### src/rtl/i2c_adt7420_responder_if.sv
// -----------------------------------------------------------------------------
// i2c_adt7420_responder_if
// Two-wire bus signals seen by the ADT7420 responder.
//   scl_in       : raw SCL pin level (asynchronous to clk)
//   sda_in       : raw SDA pin level (asynchronous to clk)
//   sda_pull_low : 1 = target pulls SDA low, 0 = released (open-drain)
// The master modport is the bus side (pins / bus model); the slave modport is
// the responder.
// -----------------------------------------------------------------------------
interface i2c_adt7420_responder_if;
   logic scl_in;
   logic sda_in;
   logic sda_pull_low;

   modport master (output scl_in, output sda_in, input sda_pull_low);
   modport slave  (input scl_in, input sda_in, output sda_pull_low);
endinterface

### src/rtl/i2c_adt7420_responder.sv
// -----------------------------------------------------------------------------
// i2c_adt7420_responder
// I2C target emulating the ADT7420 register interface, so the ADT7420 master
// can be exercised without the physical sensor. The temperature comes from
// fabric and is snapshotted at each read address-ACK, so MSB/LSB are coherent.
// Ports:
//   clk, rst_n  : 100 MHz clock, synchronous active-low reset
//   bus         : scl_in / sda_in / sda_pull_low (slave modport)
//   temp_value  : ADT7420-format temperature word (bits [2:0] = 0)
//   cfg_out     : configuration register (pointer 0x03)
//   temp_read   : one-cycle pulse when the temperature MSB is loaded for TX
//   busy        : high from a valid START until STOP
// Register map (read): 00 temp MSB, 01 temp LSB, 02 status=0, 03 cfg,
//   0B device ID, others 0. Writes only land in 03. HOLD_CYC must be >= 1.
// -----------------------------------------------------------------------------
module i2c_adt7420_responder #(
   parameter logic [6:0]  I2C_ADDR = 7'h4B,
   parameter int unsigned HOLD_CYC = 3,
   parameter logic [7:0]  DEV_ID   = 8'hCB,
   parameter logic [7:0]  CFG_RST  = 8'h00
) (
   input  logic                          clk,
   input  logic                          rst_n,
   i2c_adt7420_responder_if.slave        bus,
   input  logic [15:0]                   temp_value,
   output logic [7:0]                    cfg_out,
   output logic                          temp_read,
   output logic                          busy
);

   localparam int HW = $clog2(HOLD_CYC + 1);

   typedef enum logic [2:0] {
      IDLE, ADDR, ADDR_ACK, WR_PTR, WR_DATA, RD_BYTE, RD_ACK, WAIT_STOP
   } state_e;

   state_e        state_q, state_d;
   logic          scl_s1_q, scl_s1_d, scl_s2_q, scl_s2_d, scl_prev_q, scl_prev_d;
   logic          sda_s1_q, sda_s1_d, sda_s2_q, sda_s2_d, sda_prev_q, sda_prev_d;
   logic [3:0]    cnt_q, cnt_d;         // bit index in byte; 8/9 = ACK clock
   logic [7:0]    shift_q, shift_d;
   logic [7:0]    tx_q, tx_d;
   logic [7:0]    ptr_q, ptr_d;
   logic [7:0]    cfg_q, cfg_d;
   logic [15:0]   shadow_q, shadow_d;
   logic          rw_q, rw_d;
   logic          drv_nxt_q, drv_nxt_d; // SDA level to apply when hold expires
   logic [HW-1:0] hold_q, hold_d;
   logic          sda_pull_q, sda_pull_d;
   logic          temp_read_q, temp_read_d;

   logic       scl_rise, scl_fall, start_det, stop_det;
   logic [7:0] rx_byte, ld_byte;
   logic [2:0] bit_idx;

   function automatic logic [7:0] map_byte(input logic [7:0] ptr, input logic [15:0] shd,
                                           input logic [7:0] cfg);
      case (ptr)
         8'h00:   map_byte = shd[15:8];
         8'h01:   map_byte = shd[7:0];
         8'h03:   map_byte = cfg;
         8'h0B:   map_byte = DEV_ID;
         default: map_byte = 8'h00;
      endcase
   endfunction

   // Edges are taken between the second sync stage and the previous-value flop.
   assign scl_rise  =  scl_s2_q & ~scl_prev_q;
   assign scl_fall  = ~scl_s2_q &  scl_prev_q;
   assign start_det =  scl_s2_q &  scl_prev_q &  sda_prev_q & ~sda_s2_q;
   assign stop_det  =  scl_s2_q &  scl_prev_q & ~sda_prev_q &  sda_s2_q;

   assign bus.sda_pull_low = sda_pull_q;
   assign cfg_out          = cfg_q;
   assign temp_read        = temp_read_q;
   assign busy             = (state_q != IDLE);

   always_comb begin
      // NOTE: every always_comb output gets a default first, so no path can infer a latch.
      scl_s1_d    = bus.scl_in;
      scl_s2_d    = scl_s1_q;
      scl_prev_d  = scl_s2_q;
      sda_s1_d    = bus.sda_in;
      sda_s2_d    = sda_s1_q;
      sda_prev_d  = sda_s2_q;
      state_d     = state_q;
      cnt_d       = cnt_q;
      shift_d     = shift_q;
      tx_d        = tx_q;
      ptr_d       = ptr_q;
      cfg_d       = cfg_q;
      shadow_d    = shadow_q;
      rw_d        = rw_q;
      drv_nxt_d   = drv_nxt_q;
      hold_d      = hold_q;
      sda_pull_d  = sda_pull_q;
      temp_read_d = 1'b0;
      rx_byte     = {shift_q[6:0], sda_s2_q};
      ld_byte     = 8'h00;
      bit_idx     = 3'(4'd7 - cnt_q);

      // Pending SDA change lands HOLD_CYC cycles after the SCL fall that scheduled it.
      if (hold_q != '0) begin
         hold_d = hold_q - HW'(1);
         if (hold_q == HW'(1)) sda_pull_d = drv_nxt_q;
      end

      if (stop_det) begin
         state_d    = IDLE;
         hold_d     = '0;
         sda_pull_d = 1'b0;
      end else if (start_det) begin
         state_d    = ADDR;
         cnt_d      = 4'd0;
         hold_d     = '0;
         sda_pull_d = 1'b0;
      end else begin
         case (state_q)
            ADDR: if (scl_rise) begin
               shift_d = rx_byte;
               cnt_d   = cnt_q + 4'd1;
               if (cnt_q == 4'd7) begin
                  rw_d    = sda_s2_q;
                  state_d = (rx_byte[7:1] == I2C_ADDR) ? ADDR_ACK : WAIT_STOP;
               end
            end
            ADDR_ACK: if (scl_rise) begin
               cnt_d = cnt_q + 4'd1;
            end else if (scl_fall) begin
               hold_d = HW'(HOLD_CYC);
               if (cnt_q == 4'd8) begin
                  drv_nxt_d = 1'b1;                  // ACK during 9th clock
               end else begin
                  cnt_d = 4'd0;
                  if (rw_q) begin
                     shadow_d    = temp_value;
                     ld_byte     = map_byte(ptr_q, temp_value, cfg_q);
                     tx_d        = ld_byte;
                     drv_nxt_d   = ~ld_byte[7];
                     temp_read_d = (ptr_q == 8'h00);
                     state_d     = RD_BYTE;
                  end else begin
                     drv_nxt_d = 1'b0;
                     state_d   = WR_PTR;
                  end
               end
            end
            WR_PTR, WR_DATA: if (scl_rise) begin
               if (cnt_q < 4'd8) shift_d = rx_byte;
               if (cnt_q == 4'd7) begin
                  if (state_q == WR_PTR)   ptr_d = rx_byte;
                  else if (ptr_q == 8'h03) cfg_d = rx_byte;
               end
               cnt_d = cnt_q + 4'd1;
            end else if (scl_fall) begin
               if (cnt_q == 4'd8) begin
                  hold_d    = HW'(HOLD_CYC);
                  drv_nxt_d = 1'b1;
               end else if (cnt_q == 4'd9) begin
                  hold_d    = HW'(HOLD_CYC);
                  drv_nxt_d = 1'b0;
                  cnt_d     = 4'd0;
                  state_d   = WR_DATA;
               end
            end
            RD_BYTE: if (scl_rise) begin
               cnt_d = cnt_q + 4'd1;
            end else if (scl_fall) begin
               hold_d = HW'(HOLD_CYC);
               if (cnt_q == 4'd8) begin
                  drv_nxt_d = 1'b0;                  // release for master's ACK
                  cnt_d     = 4'd0;
                  state_d   = RD_ACK;
               end else begin
                  drv_nxt_d = ~tx_q[bit_idx];
               end
            end
            RD_ACK: if (scl_rise) begin
               if (sda_s2_q) begin
                  state_d = WAIT_STOP;
               end else begin
                  ptr_d = ptr_q + 8'd1;
                  cnt_d = 4'd9;
               end
            end else if (scl_fall && cnt_q == 4'd9) begin
               ld_byte     = map_byte(ptr_q, shadow_q, cfg_q);
               tx_d        = ld_byte;
               hold_d      = HW'(HOLD_CYC);
               drv_nxt_d   = ~ld_byte[7];
               temp_read_d = (ptr_q == 8'h00);
               cnt_d       = 4'd0;
               state_d     = RD_BYTE;
            end
            default: ;
         endcase
      end
   end

   // NOTE: sequential state uses non-blocking assignments so every flop samples pre-edge values.
   always_ff @(posedge clk) begin
      if (!rst_n) begin
         state_q     <= IDLE;
         scl_s1_q    <= 1'b1;
         scl_s2_q    <= 1'b1;
         scl_prev_q  <= 1'b1;
         sda_s1_q    <= 1'b1;
         sda_s2_q    <= 1'b1;
         sda_prev_q  <= 1'b1;
         cnt_q       <= 4'd0;
         shift_q     <= 8'h00;
         tx_q        <= 8'h00;
         ptr_q       <= 8'h00;
         cfg_q       <= CFG_RST;
         // NOTE: the shadow word is reset too so a read before any snapshot is deterministic.
         shadow_q    <= 16'h0000;
         rw_q        <= 1'b0;
         drv_nxt_q   <= 1'b0;
         hold_q      <= '0;
         sda_pull_q  <= 1'b0;
         temp_read_q <= 1'b0;
      end else begin
         state_q     <= state_d;
         scl_s1_q    <= scl_s1_d;
         scl_s2_q    <= scl_s2_d;
         scl_prev_q  <= scl_prev_d;
         sda_s1_q    <= sda_s1_d;
         sda_s2_q    <= sda_s2_d;
         sda_prev_q  <= sda_prev_d;
         cnt_q       <= cnt_d;
         shift_q     <= shift_d;
         tx_q        <= tx_d;
         ptr_q       <= ptr_d;
         cfg_q       <= cfg_d;
         shadow_q    <= shadow_d;
         rw_q        <= rw_d;
         drv_nxt_q   <= drv_nxt_d;
         hold_q      <= hold_d;
         sda_pull_q  <= sda_pull_d;
         temp_read_q <= temp_read_d;
      end
   end

endmodule

### src/flat_wrapper.sv
// flat-port wrapper written by rule: the top's interface ports become plain ports
module i2c_adt7420_responder_flat 
#(
   parameter logic [6:0]  I2C_ADDR = 7'h4B,
   parameter int unsigned HOLD_CYC = 3,
   parameter logic [7:0]  DEV_ID   = 8'hCB,
   parameter logic [7:0]  CFG_RST  = 8'h00
)
  (clk, rst_n, temp_value, cfg_out, temp_read, busy, bus_scl_in, bus_sda_in, bus_sda_pull_low);
  i2c_adt7420_responder_if bus_i ();
  input  logic clk;
  input  logic rst_n;
  input  logic [15:0] temp_value;
  output logic [7:0] cfg_out;
  output logic temp_read;
  output logic busy;
  input wire logic [$bits(bus_i.scl_in)-1:0] bus_scl_in;
  input wire logic [$bits(bus_i.sda_in)-1:0] bus_sda_in;
  output wire logic [$bits(bus_i.sda_pull_low)-1:0] bus_sda_pull_low;
  assign bus_i.scl_in = bus_scl_in;
  assign bus_i.sda_in = bus_sda_in;
  assign bus_sda_pull_low = bus_i.sda_pull_low;
  i2c_adt7420_responder #(.I2C_ADDR(I2C_ADDR), .HOLD_CYC(HOLD_CYC), .DEV_ID(DEV_ID), .CFG_RST(CFG_RST)) u_core (.clk(clk), .rst_n(rst_n), .bus(bus_i), .temp_value(temp_value), .cfg_out(cfg_out), .temp_read(temp_read), .busy(busy));
endmodule
### config.mk
export PLATFORM = sky130hd
export DESIGN_NAME = i2c_adt7420_responder_flat
export DESIGN_NICKNAME = d
export VERILOG_FILES = /design/src/rtl/i2c_adt7420_responder_if.sv /design/src/rtl/i2c_adt7420_responder.sv /design/src/flat_wrapper.sv
export SDC_FILE = /design/constraint.sdc
export NUM_CORES = 1
export LEC_CHECK = 0
export BUFFER_PORTS_ARGS = -buffer_cell sky130_fd_sc_hd__buf_2
export CAP_MARGIN = 25
export CORE_UTILIZATION = 35
export CTS_CLUSTER_SIZE = 14
export DETAILED_ROUTE_END_ITERATION = 16
export SLEW_MARGIN = 30
export SYNTH_ARGS = -nofsm -noshare
export SYNTH_HDL_FRONTEND = slang
export SYNTH_SLANG_ARGS = --single-unit
### constraint.sdc
create_clock -name clk -period 2.2 [get_ports clk]
set_clock_uncertainty 0.05 [all_clocks]
set_input_delay 0.44 -clock clk [delete_from_list [all_inputs] [get_ports clk]]
set_output_delay 0.44 -clock clk [all_outputs]
set_load 0.02 [all_outputs]
======== After elaboration in Yosys (flattened, before gate mapping) ========
Cells that the tools add are included.
storage, ports and cells
  register bits ........................... 66
  input bits .............................. 20
  output and inout port bits .............. 11
  word-level logic and storage cells ...... 229
operators by class
  add/subtract/negate cells ............... 4
  $lt $le $gt $ge ......................... 2
  eq/ne operators ......................... 60
  muxes and demuxes ....................... 99
  bitwise operators ....................... 20
  reductions and logical operators ........ 25
operators by type and width
  kind                   count
  $mux W8                23
  $pmux W8 S4            2
  $mux W4                15
  $mux W3                17
  $pmux W8 S2            2
  $reduce_and A15 Y1     2
  $ne A2 B1 Y1 const B   14
  $ne A3 B1 Y1 const B   9
  $ne A4 B1 Y1 const B   6
  $reduce_and A12 Y1     2
  $mux W1                21
  $mux W7                3
  $pmux W4 S5            1
  $mux W2                9
  $pmux W3 S5            1
  $ne A2 B2 Y1 const B   7
  $pmux W7 S2            1
  $reduce_and A7 Y1      2
  $not A1 Y1             13
  $eq A3 B3 Y1 const B   3
  $ne A3 B2 Y1 const B   3
  $ne A3 B3 Y1 const B   3
  $reduce_and A9 Y1      1
  $add A8 B1 Y8 const B  1
  other kinds (35)       49

======== Logic depth before layout (Yosys ltp) ========
  word-level depth ........................ 15
  mapped depth ............................ 9
  gate-level depth less buffers ........... 7

======== Worst setup path before layout ========
OpenSTA, ideal clock, no wires.
  path kind ............................... reg2reg
  from .................................... register u_core.cnt_q[0]
  to ...................................... register u_core.state_q[1]
  setup time .............................. 122 ps
  arrival time ............................ 1916 ps
  data required time ...................... 2028 ps
  slack ................................... 113 ps
  cell stages (with the launch flop) ...... 8
  buffers on the path ..................... 2
  clock period less this slack ............ 2087 ps
  cells stage by stage .................... dfxtp_1 > buf_6 > or4b_4 > buf_6 > o22ai_4 > nor4_2 > or2_1 > o311a_1
between the ends
  cells in the longest elaborated chain, start to end .. 4
  elaborated cells between the ends (all ways) .. 11
  those cells by class .................... eq/ne: 9; reduce/logical: 2
RTL lines
  what                              RTL line                                                    text
  start, declared                   i2c_adt7420_responder.sv:40                                 logic [3:0] cnt_q, cnt_d;
  start signal, assigned            i2c_adt7420_responder.sv:229                                cnt_q <= cnt_d;
  $eq A4 B4 Y1                      i2c_adt7420_responder.sv:159, i2c_adt7420_responder.sv:185
  $logic_and A1 B1 Y1               i2c_adt7420_responder.sv:185                                end else if (scl_fall && cnt_q == 4'd9) begin
  $ne A3 B1 Y1 (no line)            -
  $reduce_and A15 Y1 (no line) (*)  -
  end signal, assigned              i2c_adt7420_responder.sv:222                                state_q <= state_d;
  end, declared                     i2c_adt7420_responder.sv:37                                 state_e state_q, state_d;
Mark *: on every way between the ends. The rest lies on a longest branch, timed or not.
A chain may end at the register's enable or synchronous reset.

======== Worst setup path in the final report ========
  from .................................... register u_core.scl_prev_q
  to ...................................... register u_core.cnt_q[2]
between the ends
  cells in the longest elaborated chain, start to end .. 5
  elaborated cells between the ends (all ways) .. 28
  those cells by class .................... eq/ne: 10; mux: 6; bitwise: 9; reduce/logical: 3
RTL lines
  what                                                            RTL line                                                                               text
  start, declared                                                 i2c_adt7420_responder.sv:38                                                            logic scl_s1_q, scl_s1_d, scl_s2_q, scl_s2_d, scl_prev_q, scl_prev_d;
  start signal, assigned                                          i2c_adt7420_responder.sv:225                                                           scl_prev_q <= scl_prev_d;
  $and A1 B1 Y1 / $not A1 Y1 (equally long branches)              i2c_adt7420_responder.sv:70, i2c_adt7420_responder.sv:71, i2c_adt7420_responder.sv:68
  $and A1 B1 Y1, on equally long branches                         i2c_adt7420_responder.sv:70, i2c_adt7420_responder.sv:68, i2c_adt7420_responder.sv:71
  $and A1 B1 Y1 (tied with other cells)                           i2c_adt7420_responder.sv:70                                                            assign start_det = scl_s2_q & scl_prev_q & sda_prev_q & ~sda_s2_q;
  $ne A4 B4 Y1 (no line) (tied with other cells)                  -
  $reduce_and A12 Y1 (no line) / $mux W4 (equally long branches)  -
Several ways; a longest one is shown, not always the timed one.

==> impl_metrics.py <==
metrics = {
    "status": {
        "outcome": "complete, no violations",
    },
    "hold_path": {
        "hold_path_depth": 2,
        "min_path_type": "in2reg",
    },
    "pwr": {
        "peakVddDrop_uv": 250,
        "switching_share_pct": 32.6,
        "power.switching_mw": 1.03,
        "p_leak_nw": 1.84,
        "p_clk_share_pct": 33.3,
        "powerDensity_mw_per_mm2": 697,
        "seq_power_share_pct": 41.9,
        "internal-power_mw": 2.13,
        "comb_power_share_pct": 24.8,
        "finalPower_mw": 3.15,
    },
    "synth": {
        "synth_commonest_cells": "dfxtp_1 (66), nor2_1 (55), mux2i_1 (36)",
        "synthFlopType": "dfxtp_1",
        "yosysWarnings": 0,
        "synthTopCellsByArea": "dfxtp_1 (35%), mux2i_1 (9.5%), nor2_1 (5.4%)",
        "synth_nets": 481,
        "netlist_instances": 453,
        "ys_ff_latch": 66,
        "synth_top_cell_by_area": "dfxtp_1",
        "ys_seq_area_share_pct": 34.7,
        "avgSynthCellArea_sq_um": 8.40,
        "synth-edff-count": 0,
        "synth_top_area_share_pct": 34.7,
        "netlist_area_sq_mm": 0.00381,
        "synth_async_sr_flop_share_pct": 0,
        "yosysUniqueCellTypes": 64,
        "synth_most_common_cell": "dfxtp_1",
    },
    "worst_setup_path": {
        "cp_slowest_cell": "or3b_2",
        "crit_required_ps": 2440,
        "end_kind": "flip-flop",
        "reg2reg_depth": 7,
        "crit_chain": "inv_1 > ha_2 > mux2_2 > o221ai_1 > or3b_2 > a2111oi_1 > nand3b_1",
        "crit_cells": 7,
        "critPathMaxStageDelay_ps": 500,
        "arrival_ps": 2390,
        "worst-setup-path-type": "reg2reg",
        "critPathBufInv": 1,
        "critPathMaxFanout": 10,
        "startpoint_type": "flip-flop",
        "path_delay_family": "simple AND/OR/NAND/NOR gates",
    },
    "placed_design": {
        "gp_congestion": 0.932,
        "port_buffers": 30,
        "placed_area_sq_mm": 0.00427,
        "hpwl_microns": 7560,
    },
    "sta": {
        "worst_slew_pin_slew_ps": 547,
        "layout_min_cycle_time_ps": 2150,
        "whs_ps": 213,
        "fin_crit_sh_pct": 97.7,
        "finalSetupTns_ps": 0,
        "relSlewSlack_pct": 63.2,
        "fmax_mhz": 465,
        "rsz0062_at_grt": "yes",
        "finalMaxSlewViolations": 0,
        "hold_violations": 0,
        "setup_viol": 0,
    },
    "final_layout": {
        "nets": 526,
        "antenna_cells": 0,
        "fillers": 1051,
        "multiInputGateArea_sq_mm": 0.00232,
        "drive_gt1_share_pct": 21.5,
        "fin_area_sq_mm": 0.00452,
        "area_growth_pct": 18.8,
        "regArea_sq_mm": 0.00133,
    },
    "run": {
        "drv_cap": 0,
    },
    "grt": {
        "use_met2_pct": 31.1,
        "antenna_found_initial": 0,
        "grt_max_degree": 40,
        "overflow": 0,
        "grt_usage_pct": 19.5,
        "grt_pass1_wl_microns": 17400,
        "use_met1_pct": 25.8,
        "grt_busiest_layer": "met2",
        "grtUsageMet3_pct": 2.58,
        "grt_pass1_vias": 3521,
    },
    "route": {
        "drtPass1Iterations": 5,
        "route.detailed.drc": 0,
        "ant_nets": 0,
        "wl_microns": 10400,
        "wl_per_cell_microns": 16.3,
        "via_count": 3594,
        "first_iter_violations": 225,
        "vias_per_cell": 5.62,
    },
    "die": {
        "fp.dieW_microns": 106,
        "placementRows": 37,
        "initial_core_util_pct": 36.6,
        "io-pin-count": 31,
        "coreArea_sq_mm": 0.0104,
        "die-area_sq_mm": 0.0113,
        "fp.dieH_microns": 106,
    },
    "clocking": {
        "clk_pin_slew_ps": 70,
        "cts_max_level": 3,
        "cts-hold-fix-buffers": 0,
        "clockBufferDepth": 2,
        "tritoncts": "built",
        "cts_root_buf": "clkbuf_8",
        "cts_sinks": 66,
        "clk_latency_ps": 350,
        "cts_buffers": 9,
    },
}
==> worst register-to-register path, stage by stage (launching register included) <==
cell and delay [ps]:
dfxtp_1 340, inv_1 60, ha_2 280, mux2_2 190, o221ai_1 170, or3b_2 500, a2111oi_1 340, nand3b_1 160
==> path summary, 6_finish.rpt <==
kind                startpoint                 to  slack [ps]
max          u_core.scl_prev_q    u_core.cnt_q[2]          50
min                 bus_sda_in    u_core.sda_s1_q         210
max reg2reg  u_core.scl_prev_q    u_core.cnt_q[2]          50
min reg2reg    u_core.scl_s1_q  u_core.scl_prev_d         360
==> routing by layer <==
metal  vias to the layer above  share of wire, %
met4                         0               2.4
li1                       1755                 -
met1                      1726                46
met2                        94                47
met3                        19               4.6
met5                         -                 0
==> power groups by stage <==
stage	registers (mW)	clock network [mW]	logic (mW)
finish	1.32	1.05	0.782
global route	1.33	1.13	0.851
CTS	1.31	1.08	0.759
detailed placement	1.34	0	0.754
global placement	1.33	0	0.753
floorplan	1.28	0	0.521
==> cells in the final DEF, fill, tap and decap left out, types with 3 or more instances in the layout <==
| master | synthesis | final |
|---|---|---|
| a211oi_1 | 7 | 6 |
| a21o_1 | 3 | 3 |
| a21oi_1 | 18 | 18 |
| a221o_1 | 6 | 6 |
| a221oi_1 | 11 | 11 |
| a311oi_1 | 5 | 5 |
| a31oi_1 | 9 | 9 |
| and2_1 | 6 | 6 |
| and3_1 | 8 | 8 |
| buf_2 | 6 | 30 |
| buf_4 | 2 | 38 |
| clkbuf_8 | 0 | 10 |
| dfxtp_1 | 66 | 62 |
| dfxtp_2 | 0 | 4 |
| ha_1 | 8 | 7 |
| inv_1 | 9 | 9 |
| mux2_2 | 3 | 3 |
| mux2i_1 | 36 | 36 |
| nand2_1 | 35 | 35 |
| nand2b_1 | 20 | 20 |
| nand3_1 | 15 | 15 |
| nand3b_1 | 7 | 7 |
| nand4_1 | 3 | 3 |
| nor2_1 | 55 | 55 |
| nor2b_1 | 6 | 6 |
| nor3_1 | 7 | 7 |
| nor4_1 | 3 | 3 |
| o211ai_1 | 4 | 4 |
| o21ai_0 | 22 | 22 |
| o31ai_1 | 4 | 4 |
==> cells by family after synthesis <==
family,share of synthesized area [%]
and+or+nand+nor,25.7
AOI/OAI and AO/OA,21.0
DFF,34.7
buffers and inverters,5.42
muxes,10.4
adders and majority gates,2.63
xor gates and xnor gates,0.230
==> flip-flops by register name, summed over array words and instances, names as in the netlist <==
register	cells
u_core.sda_s1_q	1
u_core.bus.sda_pull_low	1
u_core.tx_q	8
u_core.shadow_q	16
u_core.scl_prev_q	1
u_core.hold_q	2
u_core.sda_prev_d	1
u_core.ptr_q	8
u_core.sda_prev_q	1
u_core.scl_s1_q	1
u_core.cnt_q	4
u_core.drv_nxt_q	1
u_core.rw_q	1
u_core.scl_prev_d	1
u_core.cfg_out	8
u_core.temp_read	1
u_core.state_q	3
u_core.shift_q	7
==> area by class of cell <==
type / count / area share [%]
Multi-Input combinational cell: 342 / 51.2
Timing Repair Buffer: 70 / 10.5
Clock buffer: 10 / 3.04
Clock inverter: 6 / 1.44
Sequential cell: 66 / 29.3
Tap cell: 136 / 3.76
Inverter: 9 / 0.747
==> per-stage QoR <==
| stage | setup WS, ps | cells | utilization, % |
|---|---|---|---|
| after floorplan | 113 | 453 | - |
| after global placement | 91.3 | 621 | 40.9 |
| after detailed placement | 2.63 | 621 | 40.9 |
| after CTS | 50.5 | 637 | 42.9 |
| after global routing | -95.3 | 639 | 43.4 |
| final | 51.1 | 639 | 43.4 |
==> what timing repair did <==
item	CTS	global route
setup buffers	0	2
setup endpoints to repair	1	49
endpoints found under the hold margin	0	0
resized for setup	1	9
Power figures use the tool's default switching activity.
